--- src/rtl/peripheral_interrupt_bank_pkg.sv ---
// Package: pic_irq_pkg
// Shared definitions for the peripheral interrupt bank and the core INTCON
// logic: register-select encodings and a lowest-set-bit priority helper.
package pic_irq_pkg;

  localparam logic FLAG_SEL = 1'b0;
  localparam logic EN_SEL   = 1'b1;

  // Widest request vector the priority helper accepts; callers zero-extend.
  localparam int PRIO_MAX_BITS = 1024;

  // Index of the lowest set bit (bit 0 = highest priority); 0 when none set.
  function automatic int lowest_set_idx(input logic [PRIO_MAX_BITS-1:0] v);
    int idx;
    idx = 0;
    for (int i = PRIO_MAX_BITS - 1; i >= 0; i--) begin
      if (v[i]) idx = i;
    end
    return idx;
  endfunction

endpackage

--- src/rtl/peripheral_interrupt_bank_edge_detect.sv ---
// Module: irq_edge_detect
// Per-bit event qualifier for peripheral interrupt sources. Bits marked in
// EDGE_MASK fire only on a 0->1 transition; the rest pass the level through.
// Ports:
//   clk, rst  clock, synchronous active-high reset (clears the source history)
//   src       raw peripheral source bits
//   ev        qualified event bits, combinational in the sampling cycle
module irq_edge_detect #(
  parameter int                WIDTH     = 8,
  parameter logic [WIDTH-1:0]  EDGE_MASK = '0
) (
  input  logic             clk,
  input  logic             rst,
  input  logic [WIDTH-1:0] src,
  output logic [WIDTH-1:0] ev
);

  // History starts at 0 so a source already high at reset release yields one edge.
  logic [WIDTH-1:0] src_prev;

  always_ff @(posedge clk) begin
    if (rst) src_prev <= '0;
    else     src_prev <= src;
  end

  assign ev = src & ~(EDGE_MASK & src_prev);

endmodule

--- src/rtl/peripheral_interrupt_bank.sv ---
// Module: peripheral_interrupt_bank
// Bank of NUM_REGS interrupt flag registers, each paired with an enable
// register. Flags are set by peripheral events (level or rising edge) and
// written by software; events win over a same-cycle write. Produces a
// registered aggregate request and a registered lowest-index pending bit.
// Ports:
//   clk, rst    clock, synchronous active-high reset
//   addr        register pair select (out-of-range: writes ignored, reads 0)
//   sel_en      0 = flag register, 1 = enable register
//   wr_en, d    write strobe and data for the selected register
//   rd_q        combinational read of the selected register (pre-update)
//   irq_src     peripheral sources; bit r*WIDTH+b feeds register r bit b
//   flags_q     all flag registers concatenated
//   enables_q   all enable registers concatenated
//   irq         registered OR of flags & enables
//   pend_valid  registered copy of irq
//   pend_idx    registered lowest set index of flags & enables (held when idle)
module peripheral_interrupt_bank
  import pic_irq_pkg::*;
#(
  parameter int                         WIDTH      = 8,
  parameter int                         NUM_REGS   = 2,
  parameter logic [NUM_REGS*WIDTH-1:0]  FLAG_RESET = '0,
  parameter logic [NUM_REGS*WIDTH-1:0]  EN_RESET   = '0,
  parameter logic [NUM_REGS*WIDTH-1:0]  EDGE_MASK  = '0,
  localparam int AW = (NUM_REGS > 1) ? $clog2(NUM_REGS) : 1,
  localparam int IW = (NUM_REGS * WIDTH > 1) ? $clog2(NUM_REGS * WIDTH) : 1
) (
  input  logic                      clk,
  input  logic                      rst,
  input  logic [AW-1:0]             addr,
  input  logic                      sel_en,
  input  logic                      wr_en,
  input  logic [WIDTH-1:0]          d,
  output logic [WIDTH-1:0]          rd_q,
  input  logic [NUM_REGS*WIDTH-1:0] irq_src,
  output logic [NUM_REGS*WIDTH-1:0] flags_q,
  output logic [NUM_REGS*WIDTH-1:0] enables_q,
  output logic                      irq,
  output logic                      pend_valid,
  output logic [IW-1:0]             pend_idx
);

  localparam int TOT = NUM_REGS * WIDTH;

  logic [TOT-1:0] ev;
  logic [TOT-1:0] flag_next;
  logic [TOT-1:0] en_next;
  logic [TOT-1:0] act_p0;

  irq_edge_detect #(
    .WIDTH     (TOT),
    .EDGE_MASK (EDGE_MASK)
  ) u_edge (
    .clk (clk),
    .rst (rst),
    .src (irq_src),
    .ev  (ev)
  );

  // Software write first, then OR in events so an event always survives a clear.
  always_comb begin
    flag_next = flags_q;
    en_next   = enables_q;
    for (int r = 0; r < NUM_REGS; r++) begin
      if (wr_en && (addr == AW'(r))) begin
        if (sel_en == FLAG_SEL) flag_next[r*WIDTH +: WIDTH] = d;
        else                    en_next[r*WIDTH +: WIDTH]   = d;
      end
    end
    flag_next = flag_next | ev;
  end

  always_comb begin
    rd_q = '0;
    for (int r = 0; r < NUM_REGS; r++) begin
      if (addr == AW'(r)) begin
        rd_q = (sel_en == EN_SEL) ? enables_q[r*WIDTH +: WIDTH]
                                  : flags_q[r*WIDTH +: WIDTH];
      end
    end
  end

  // ---- stage p0: flag / enable register file ----
  always_ff @(posedge clk) begin
    if (rst) begin
      flags_q   <= FLAG_RESET;
      enables_q <= EN_RESET;
    end else begin
      flags_q   <= flag_next;
      enables_q <= en_next;
    end
  end

  assign act_p0 = flags_q & enables_q;

  // ---- stage p1: registered request and priority index ----
  always_ff @(posedge clk) begin
    if (rst) begin
      irq        <= 1'b0;
      pend_valid <= 1'b0;
      pend_idx   <= '0;
    end else begin
      irq        <= |act_p0;
      pend_valid <= |act_p0;
      if (|act_p0) pend_idx <= IW'(lowest_set_idx(PRIO_MAX_BITS'(act_p0)));
    end
  end

endmodule

--- config.mk ---
export PLATFORM = sky130hd
export DESIGN_NAME = peripheral_interrupt_bank
export DESIGN_NICKNAME = d
export VERILOG_FILES = /design/src/rtl/peripheral_interrupt_bank_pkg.sv /design/src/rtl/peripheral_interrupt_bank_edge_detect.sv /design/src/rtl/peripheral_interrupt_bank.sv
export SDC_FILE = /design/constraint.sdc
export NUM_CORES = 1
export LEC_CHECK = 0
export CAP_MARGIN = 5
export CORE_ASPECT_RATIO = 0.9
export CORE_MARGIN = 2
export CORE_UTILIZATION = 27
export CTS_CLUSTER_DIAMETER = 50
export DETAILED_ROUTE_END_ITERATION = 10
export SYNTH_ARGS = -nofsm -noshare
export SYNTH_HDL_FRONTEND = slang
export SYNTH_SLANG_ARGS = --single-unit
--- constraint.sdc ---
create_clock -name clk -period 2.75 [get_ports clk]
set_clock_uncertainty 0.1 [all_clocks]
set_input_delay 0.4125 -clock clk [delete_from_list [all_inputs] [get_ports clk]]
set_output_delay 0.4125 -clock clk [all_outputs]
set_load 0.03 [all_outputs]
==> metrics list <==
- Once detail routing completed, the nets flagged for antenna violations numbered 0.
- In this run, post-CTS hold repair placed 0 buffers.
- Worst r2r src: flags_q[3]
* Antenna violations before repair: 0
- Fraction of final layout cells with drive strength greater than 1: 7.91%
- The top cell type by area accounts for 40.4% of the synthesized area.
- The min-delay analysis places its worst path in the category reg -> reg.
- Number of logic stages on the critical path including buffering: 4
- For this design the static power due to leakage is 1.23 nW.
- Reported max-cap violation count: 0
- In this run the core area contains 28 standard-cell rows.
- Measured in cells, the most critical reg-to-reg path has a length of 4.
- Worst stage delay on the critical path: 0.61 ns
- Critical path data arrival time: 2.16 ns
- In the post-synthesis netlist, the biggest area contributors are sky130_fd_sc_hd__dfxtp_1 40%, sky130_fd_sc_hd__mux4_2 9.8%, sky130_fd_sc_hd__mux2i_1 8.7%.
- Power, Total: 0.00135 W
- The signal on the critical path passes through clkdlybuf4s50_1, buf_4, mux4_2, clkdlybuf4s50_1.
- The critical path ends at rd_q[4].
- The number of slew-limit violations in the final report came to 0.
- Total number of nets in the final design: 306
* Register bit total from synthesis: 37
- Area growth from synthesis to layout: 53.5%
* CP max stage cell: sky130_fd_sc_hd__clkdlybuf4s50_1
- Vertical die dimension: 82.2 um
- The longest clock path from root to sink contains 2 buffers.
* Total number of clock tree sinks: 37
* Worst setup path class: in -> out
- The number of different library cells used by synthesis comes to 34.
- Multi-input gate area in the final layout: approximately 1000 um^2
* Type of element capturing the critical path: output port
- Once layout is done, the placed cells without fillers occupy 2820 um^2.
* Fmax: about 370 MHz
- The worst path needs 2.67 ns of the cycle, external delays included.
- Number of iterations in the first detailed-routing pass: 4
- The kind of cell with the highest combined delay along the critical path is buffers and inverters.
* Power Dens Cells: 478 nW/um^2
* Die ar.: 7470 um^2
- Together, buffers and inverters on the worst path number 3.
* Worst-Margin Slew: 0.607 ns
- Cell area after placement: 2720 um^2
* Post-Route M1 WL: 2.83 mm
- Clock buffers created by TritonCTS: 5
- Placer congestion estimate: 0.879
- Worst setup path startpoint: addr
* FF+latch area: 741 um^2
- IR analysis of the VDD net gives a maximum drop of 0.000190 V.
- Critical register-to-register path endpoint: pend_idx[1]
- YS warnings: 0
- Summed over all layers, the global routing overflow is 0.
- In this run the standard cell core region covers 6590 um^2.
- Detailed placement ended at an HPWL of 4.37 mm.
- First-pass GRT wire length: ~8.9 mm
- The largest total area in the synthesized netlist belongs to sky130_fd_sc_hd__dfxtp_1.
- Starting density of the core: between 20% and 30%
- In the detailed route, the total length drawn on met2 is 2.56 mm.
- The flow ran to the end, and the final reports show no timing, DRC or antenna violations.
- The final hold violation count is 0.
* Horiz. Die Dim: approximately 91 um
- Clock tree synthesis selected as its root buffer the cell sky130_fd_sc_hd__clkbuf_8.
* Highest fanout seen on the critical path: 2
- Total wirelength of the detailed-routed design: 5.90 mm
* Via density: 4.93
- Post-Synthesis Cells: roughly 200
- Number of buffers added on ports: 74
* H-Tree Level Count: 2
* Fillcell total: 680
- Met3 layer wire length in the routed design: 406 um
* Max-slew headroom: 59.4%
- In the routed design, unresolved DRC markers number 0.
* Setup slack, reg-to-reg: around 0.91 ns
- Setup repair after global routing missed its margin: false
* Fin crit share: 97.2%
- The number of global-route vias before repair is 1,666.
- Number of nets produced by synthesis: about 230
- The number of antenna diodes in the final layout is 0.
* Category of the worst setup path launch point: primary input
* Sequential cell area fraction in the yosys report: between 40 and 50%
* Data required time at the worst endpoint: roughly 2.2 ns
* DR WL/cell: 16.0 um
- The final route contains 1,815 vias.
- Insertion delay to the later sink of the worst-skew pair: 0.29 ns
- For this design the top-level I/O count stands at 75.
* GR Util All Layers: 15.6%
- Each instance of the synthesized netlist takes up on average 9.22 um^2.
* Highest routed metal layer: met4
- Post-CTS setup buffer count: 0
* Synthesized cell area: 1840 um^2
* Pin count of the biggest net entering global routing: 20
* Detailed router's first-iteration violation count: ~120
- Counting stages on the worst path, the most repeated cell is sky130_fd_sc_hd__clkdlybuf4s50_1.
- Setup violations remaining at the end of the flow were counted as 0.
* Clock tree from TritonCTS: done
* Worst-path clk slew: 0.07 ns
-- per-layer routing --
metal	up-vias	GRT usage, %
met2	64	22.0
met5	-	0
li1	883	-
met4	0	6.67
met3	10	4.90
met1	858	22.0
-- flip-flops by register name, summed over array words and instances (netlist names) --
signal / flops
enables_q: 16
pend_valid: 1
pend_idx: 4
flags_q: 16
-- final cells by class --
type / count / area share [%]
inverters: 10 / 1.33
well taps: 90 / 4.00
flip-flops and latches: 37 / 26.3
repair buffers: 81 / 29.5
multi-input cells: 142 / 36.0
clock buffers: 8 / 2.84
-- cells in the final DEF, fill, tap and decap left out, types with 2 or more instances in the layout --
cell / n
sky130_fd_sc_hd__clkdlybuf4s50_1: 67
sky130_fd_sc_hd__a31oi_1: 8
sky130_fd_sc_hd__and2_1: 4
sky130_fd_sc_hd__a211oi_1: 9
sky130_fd_sc_hd__buf_4: 5
sky130_fd_sc_hd__a22o_1: 6
sky130_fd_sc_hd__nor2b_1: 9
sky130_fd_sc_hd__a21oi_1: 4
sky130_fd_sc_hd__dfxtp_1: 37
sky130_fd_sc_hd__nor2_1: 26
sky130_fd_sc_hd__clkbuf_8: 5
sky130_fd_sc_hd__buf_12: 2
sky130_fd_sc_hd__nand3b_1: 2
sky130_fd_sc_hd__nand3_1: 2
sky130_fd_sc_hd__a22oi_1: 5
sky130_fd_sc_hd__clkbuf_1: 3
sky130_fd_sc_hd__inv_1: 10
sky130_fd_sc_hd__dlymetal6s2s_1: 6
sky130_fd_sc_hd__mux4_2: 8
sky130_fd_sc_hd__nand2_1: 26
sky130_fd_sc_hd__mux2i_1: 16
sky130_fd_sc_hd__o211ai_1: 3
-- worst min-delay path by stage --
stage / startpoint / end / slack, ns / cells after the start
2_1_floorplan: irq_src[0] / flags_q[0] / 0.43 / 2
3_3_place_gp: pend_idx[1] / pend_idx[1] / 0.38 / 2
3_5_place_dp: pend_idx[1] / pend_idx[1] / 0.40 / 2
4_1_cts: pend_idx[1] / pend_idx[1] / 0.41 / 2
5_1_grt: pend_idx[3] / pend_idx[3] / 0.44 / 2
6_report: pend_idx[1] / pend_idx[1] / 0.40 / 2
-- cell families (layout without fill, tap and decap cells) --
logic type | Yosys count | in the layout | share of synthesized area, %
AOI/OAI and AO/OA | 43 | 43 | 17.6
and+or+nand+nor | 75 | 75 | 19.2
buffers and inverters | 20 | 99 | 4.36
DFF | 37 | 37 | 40.4
muxes | 24 | 24 | 18.5
-- power breakdown --
group	switching [W]	internal, W	total [W]	leakage (nW)
logic	0.000186	0.000175	0.000361	0.881
clock network	0.000191	0.000180	0.000371	0.0395
registers	0.0000456	0.000570	0.000615	0.305
-- cells in the mapped netlist, drive strengths merged --
cell type	n
a211oi	9
a21boi	1
a21oi	4
a222oi	1
a22o	6
a22oi	5
a31oi	8
a32oi	1
and2	4
and3b	1
buf	4
clkbuf	6
dfxtp	37
inv	10
mux2i	16
mux4	8
nand2	26
nand3	2
nand3b	2
nand4	1
nor2	26
nor2b	9
nor3b	1
nor4b	1
o2111ai	1
o211ai	3
o21ai	2
o32ai	1
o41a	1
or2	1
or4	1
-- per-stage QoR --
stage | TNS (ns) | setup WS, ns | instances | utilization, % | hold WS, ns
after detailed placement | -0.00680 | -0.00680 | 360 | 41.4 | 0.400
after floorplan | 0 | 0.914 | 199 | - | 0.433
after global routing | 0 | 0.0158 | 368 | 42.8 | 0.439
after global placement | 0 | 0.00486 | 360 | 41.4 | 0.382
final | 0 | 0.0769 | 368 | 42.8 | 0.402
after CTS | 0 | 0.00286 | 368 | 42.6 | 0.411
-- worst min-delay path, delay by kind of cell, from the launching register on --
family                 cells  cell delay (ns)
AOI/OAI and AO/OA          1             0.08
buffers and inverters      1             0.06
DFF                        1             0.32
-- repair_timing --
item                                    4_1_cts  5_1_grt
endpoints found under the setup margin        1        6
gates cloned                                  0        0
resized for setup                             1        6
Power figures use the tool's default switching activity.
==> variant 1: new RTL, same flow settings <==
The output `irq` loses its register stage (`irq` becomes a continuous assignment). Comments in the files are not updated.
--- a/src/rtl/peripheral_interrupt_bank.sv
+++ b/src/rtl/peripheral_interrupt_bank.sv
@@ -98,9 +98,7 @@
   always_ff @(posedge clk) begin
     if (rst) begin
-      irq        <= 1'b0;
       pend_valid <= 1'b0;
       pend_idx   <= '0;
     end else begin
-      irq        <= |act_p0;
       pend_valid <= |act_p0;
       if (|act_p0) pend_idx <= IW'(lowest_set_idx(PRIO_MAX_BITS'(act_p0)));
@@ -108,4 +106,6 @@
   end
 
+  assign irq = |act_p0;
+
 endmodule
 
Formal check against the unedited RTL: not equivalent (Yosys sat finds a counterexample within 4 cycles, from zero or initial values and one cycle with rst high).
==> variant 1 against the unedited design <==
  * Area after synthesis up 0.68%
  * Routed wire length fell by 0.22%
  * Total power grew 1.1%
  * First-iteration DRC count is 13% lower
  * Sequential cell count unchanged
  * Hold slack improved by 0.011 ns
  * Final area grew 1.7%
  * Cell count unchanged
  * Worst setup slack improved by 0.10 ns
  * Largest power group unchanged
  * Highest routed layer unchanged
==> variant 1: results (changes against the unedited design) <==
metric,value,unit,change
status,"finished, final reports clean",,unchanged
drt_iter0_drc,106,,was 122
antenna_cells,0,,unchanged
yosys-mux-area-fraction,18.8,%,was 18.5%
place_congestion,0.850,,was 0.879
grt.total_usage,17.1,%,was 15.6%
drive_gt1_share,12.2,%,was 7.91%
wl_per_cell,16.0,um,about the same
place_area,2770,sq um,was 2720 sq um
synth_warnings,0,,unchanged
numCtsBuffers,5,,unchanged
reg2regPathDepth,6,,was 4
worstMarginPinSlew,0.451,ns,was 0.607 ns
vias,1785,,was 1815
grt_max_degree,38,,was 20
synth_common_cells,"dfxtp_1 (37), nor2_1 (27), nand2_1 (24), mux2i_1 (16), a31oi_1 (10)",,"was dfxtp_1 (37), nand2_1 (26), nor2_1 (26), mux2i_1 (16), inv_1 (10)"
clk_pin_slew,0.07,ns,about the same
p_leak,1.29,nW,was 1.23 nW
reg2reg_slack,1.16,ns,was 0.91 ns
crit_start,flags_q[14]$_SDFF_PP0_,,was addr
dp_hpwl,4.32,mm,was 4.37 mm
root_buffer,clkbuf_8,,unchanged
port_buffers,74,,unchanged
cp_max_fo,6,,was 2
ys_seq_area_share,40.1,%,was 40.4%
synthDistinctLibCells,37,,was 34
cts_resized,2,,was 1
crit_end,irq,,was rd_q[4]
grt_pass1_wl,9.69,mm,was 8.93 mm
met3_length,367,um,was 406 um
ir_drop,0.000180,V,was 0.000190 V
routedLengthMet1,2.84,mm,was 2.83 mm
synthesis.nets,221,,was 228
netlist_top_cells_area,"dfxtp_1 (40%), mux2i_1 (8.7%), mux4_2 (7.3%), nor2_1 (5.5%), nand2_1 (4.9%)",,"was dfxtp_1 (40%), mux4_2 (9.8%), mux2i_1 (8.7%), nand2_1 (5.3%), nor2_1 (5.3%)"
cp.arrival,2.06,ns,was 2.16 ns
timing.rr.end,pend_idx[0]$_SDFFE_PP0P_,,was pend_idx[1]$_SDFFE_PP0P_
route.met2.wl,2.59,mm,was 2.56 mm
rr_startpoint,flags_q[5]$_SDFF_PP0_,,was flags_q[3]$_SDFF_PP0_
synth_compound_area_share,17.2,%,was 17.6%
variant 1: through the flow:
step	worst slack [ns]	cells	power [mW]	hold WS, ns
after detailed placement	-0.0523	360	1.00	0.383
after floorplan	0.921	192	0.818	0.433
after global placement	0.00196	360	1.00	0.390
after CTS	0.00935	368	1.38	0.414
final	0.179	368	1.36	0.413
after global routing	-0.00312	368	1.43	0.466
variant 1: worst max-delay path, stage by stage (launching register included):
cell             delay, ns
dfxtp_1               0.38
a22oi_2               0.25
nand4_1               0.20
nor3_4                0.29
inv_1                 0.07
clkdlybuf4s50_1       0.59
variant 1: worst min-delay path by stage:
stage,slack (ns),from,to
floorplan,0.43,irq_src[0],flags_q[0]$_SDFF_PP0_
global placement,0.39,pend_idx[3]$_SDFFE_PP0P_,pend_idx[3]$_SDFFE_PP0P_
global route,0.47,pend_idx[3]$_SDFFE_PP0P_,pend_idx[3]$_SDFFE_PP0P_
finish,0.41,pend_idx[3]$_SDFFE_PP0P_,pend_idx[3]$_SDFFE_PP0P_
detailed placement,0.38,pend_idx[3]$_SDFFE_PP0P_,pend_idx[3]$_SDFFE_PP0P_
CTS,0.41,pend_idx[3]$_SDFFE_PP0P_,pend_idx[3]$_SDFFE_PP0P_
variant 1: report_power, final:
group,total [mW],switching (mW),internal [mW]
Combinational,0.380,0.198,0.182
Clock,0.373,0.193,0.180
Sequential,0.610,0.0401,0.570
Total,1.36,0.430,0.932
variant 1: layer usage:
metal	vias up	global-route usage, %
met3	8	4.72
met2	57	26.6
met5	-	0
met4	0	6.36
li1	873	-
met1	847	22.8
variant 1: layout make-up:
cell class / count / area (sq um)
tap: 90 / 113
multi-input combinational: 137 / 1040
fill: 680 / 3720
clock buffer: 8 / 80.1
timing repair buffer: 87 / 863
inverter: 9 / 33.8
sequential: 37 / 741
==> variant 2: new RTL, same settings <==
Without the edit above. `WIDTH` is set to 8 in 2 places; all go to 4.
--- a/src/rtl/peripheral_interrupt_bank_edge_detect.sv
+++ b/src/rtl/peripheral_interrupt_bank_edge_detect.sv
@@ -7,5 +7,5 @@
 //   ev        qualified event bits, combinational in the sampling cycle
 module irq_edge_detect #(
-  parameter int                WIDTH     = 8,
+  parameter int                WIDTH     = 4,
   parameter logic [WIDTH-1:0]  EDGE_MASK = '0
 ) (
--- a/src/rtl/peripheral_interrupt_bank.sv
+++ b/src/rtl/peripheral_interrupt_bank.sv
@@ -19,5 +19,5 @@
   import pic_irq_pkg::*;
 #(
-  parameter int                         WIDTH      = 8,
+  parameter int                         WIDTH      = 4,
   parameter int                         NUM_REGS   = 2,
   parameter logic [NUM_REGS*WIDTH-1:0]  FLAG_RESET = '0,
Ports: changed (6 resized); port bits go from 75 to 42. No check against the original RTL was run, so the function may have changed too.
==> variant 2 against the unedited design <==
  * Routed wire length fell by 56%
  * Global-route usage fell by 2.6 points
  * Area after synthesis is 47% lower
  * Via count is 52% lower
  * Sequential share of layout area up 0.56 points
  * Worst setup slack lost 0.0030 ns
  * Cell count fell by 51%
  * Total power down 46%
  * Sequential cell count down 17
  * Synthesized cell count is 52% lower
  * Combinational power is 50% lower
  * Final area is 47% lower
  * Register-to-register slack better by 0.50 ns
  * Critical endpoint is now rd_q[1]
  * Largest cell class unchanged
==> variant 2: results (changes against the unedited design) <==
metric,value,unit,change
ir_drop,0.000172,V,was 0.000190 V
htree_levels,1,,was 2
ys_seq_area_share,41.5,%,was 40.4%
drt_iter0_drc,17,,was 122
netlist_top_cells_area,"dfxtp_1 (41%), mux2i_1 (17%), mux4_2 (7.0%), a21oi_1 (5.2%), inv_1 (3.5%)",,"was dfxtp_1 (40%), mux4_2 (9.8%), mux2i_1 (8.7%), nand2_1 (5.3%), nor2_1 (5.3%)"
synthesis.nets,112,,was 228
wl,2.59,mm,was 5.90 mm
grt.total_usage,13.0,%,was 15.6%
final_nets,155,,was 306
numCtsBuffers,3,,was 5
place_inst,177,,was 360
cp_max_fo,8,,was 2
p_leak,0.671,nW,was 1.23 nW
vias,863,,was 1815
hold_depth,1,,was 2
syn_area_per_cell,10.2,sq um,was 9.22 sq um
slew_headroom,72.2,%,was 59.4%
grt_pass1_wl,3.89,mm,was 8.93 mm
dp_hpwl,1.96,mm,was 4.37 mm
via_per_inst,4.77,,was 4.93
p_sw,0.210,mW,was 0.422 mW
status,"finished, final reports clean",,unchanged
clkLatencyLatePin,0.26,ns,was 0.29 ns
synth_common_cells,"dfxtp_1 (20), mux2i_1 (16), a21oi_1 (10), inv_1 (9), nor2_1 (9)",,"was dfxtp_1 (37), nand2_1 (26), nor2_1 (26), mux2i_1 (16), inv_1 (10)"
port_buffers,41,,was 74
place_congestion,0.753,,was 0.879
==> variant 2: cell count changes in the layout (fill, tap and decap cells not counted), moves of 5 or more <==
cell | unedited run | this run
a211oi_1 | 9 | 0
a21oi_1 | 4 | 10
a22o_1 | 6 | 1
a31oi_1 | 8 | 0
clkdlybuf4s50_1 | 67 | 40
dfxtp_1 | 37 | 20
dlymetal6s2s_1 | 6 | 1
mux4_2 | 8 | 3
nand2_1 | 26 | 8
nor2_1 | 26 | 9
nor2b_1 | 9 | 0
==> variant 2: power by group through the flow <==
stage / Clock [mW] / Combinational (mW) / Sequential, mW
2_1_floorplan: 0 / 0.0678 / 0.360
3_3_place_gp: 0 / 0.179 / 0.331
3_5_place_dp: 0 / 0.181 / 0.332
4_1_cts: 0.230 / 0.181 / 0.325
5_1_grt: 0.240 / 0.190 / 0.328
6_report: 0.229 / 0.179 / 0.325
==> variant 2: metrics by stage <==
stage	setup slack [ns]	utilization, %	instance area (sq um)	hold WS, ns
global route	0.0293	43.8	1490	0.459
floorplan	0.893	-	966	0.442
detailed placement	-0.000459	42.1	1430	0.407
CTS	0.000651	43.8	1490	0.430
global placement	-0.00118	42.1	1430	0.399
finish	0.0739	43.8	1490	0.419
==> variant 2: worst paths after layout <==
path	start	endpoint	slack (ns)
max	addr	rd_q[1]	0.07
min	pend_idx[0]$_SDFFE_PP0P_	pend_idx[0]$_SDFFE_PP0P_	0.42
max reg2reg	flags_q[6]$_SDFF_PP0_	pend_idx[0]$_SDFFE_PP0P_	1.41
min reg2reg	pend_idx[0]$_SDFFE_PP0P_	pend_idx[0]$_SDFFE_PP0P_	0.42
==> variant 2: timing repair <==
| item | in CTS | in global routing |
|---|---|---|
| setup endpoints to repair | 0 | 1 |
| endpoints found under the hold margin | 0 | 0 |
| gates resized for setup | 0 | 1 |
==> variant 2: critical path, stage by stage <==
cell and delay [ns]:
clkdlybuf4s50_1 0.51, buf_12 0.14, mux4_2 0.48, clkdlybuf4s50_1 0.61
==> variant 2: cells by family (layout without fill, tap and decap cells) <==
kind of cell    Yosys count  after routing  share of synthesized area [%]
flops                    20             20                           41.5
simple gates             23             23                           13.2
mux                      20             20                           26.3
compound gates           18             18                           13.0
buf+inv                  14             56                           6.09
==> variant 2: metal layers <==
metal | share of wire (%) | up-vias | global-route usage, %
met5 | 0 | - | 0
li1 | - | 420 | -
met3 | 7.2 | 5 | 3.15
met1 | 46 | 404 | 17.4
met2 | 45 | 34 | 20.1
met4 | 1.4 | 0 | 5.83
==> variant 2: layout make-up <==
type                       instances  area [sq um]  area share [%]
tap                               44          55.1            3.69
sequential                        20           400            26.8
multi-input combinational         61           507            34.0
clock buffer                       4          55.1            3.69
inverter                           9          33.8            2.27
timing repair buffer              43           440            29.5
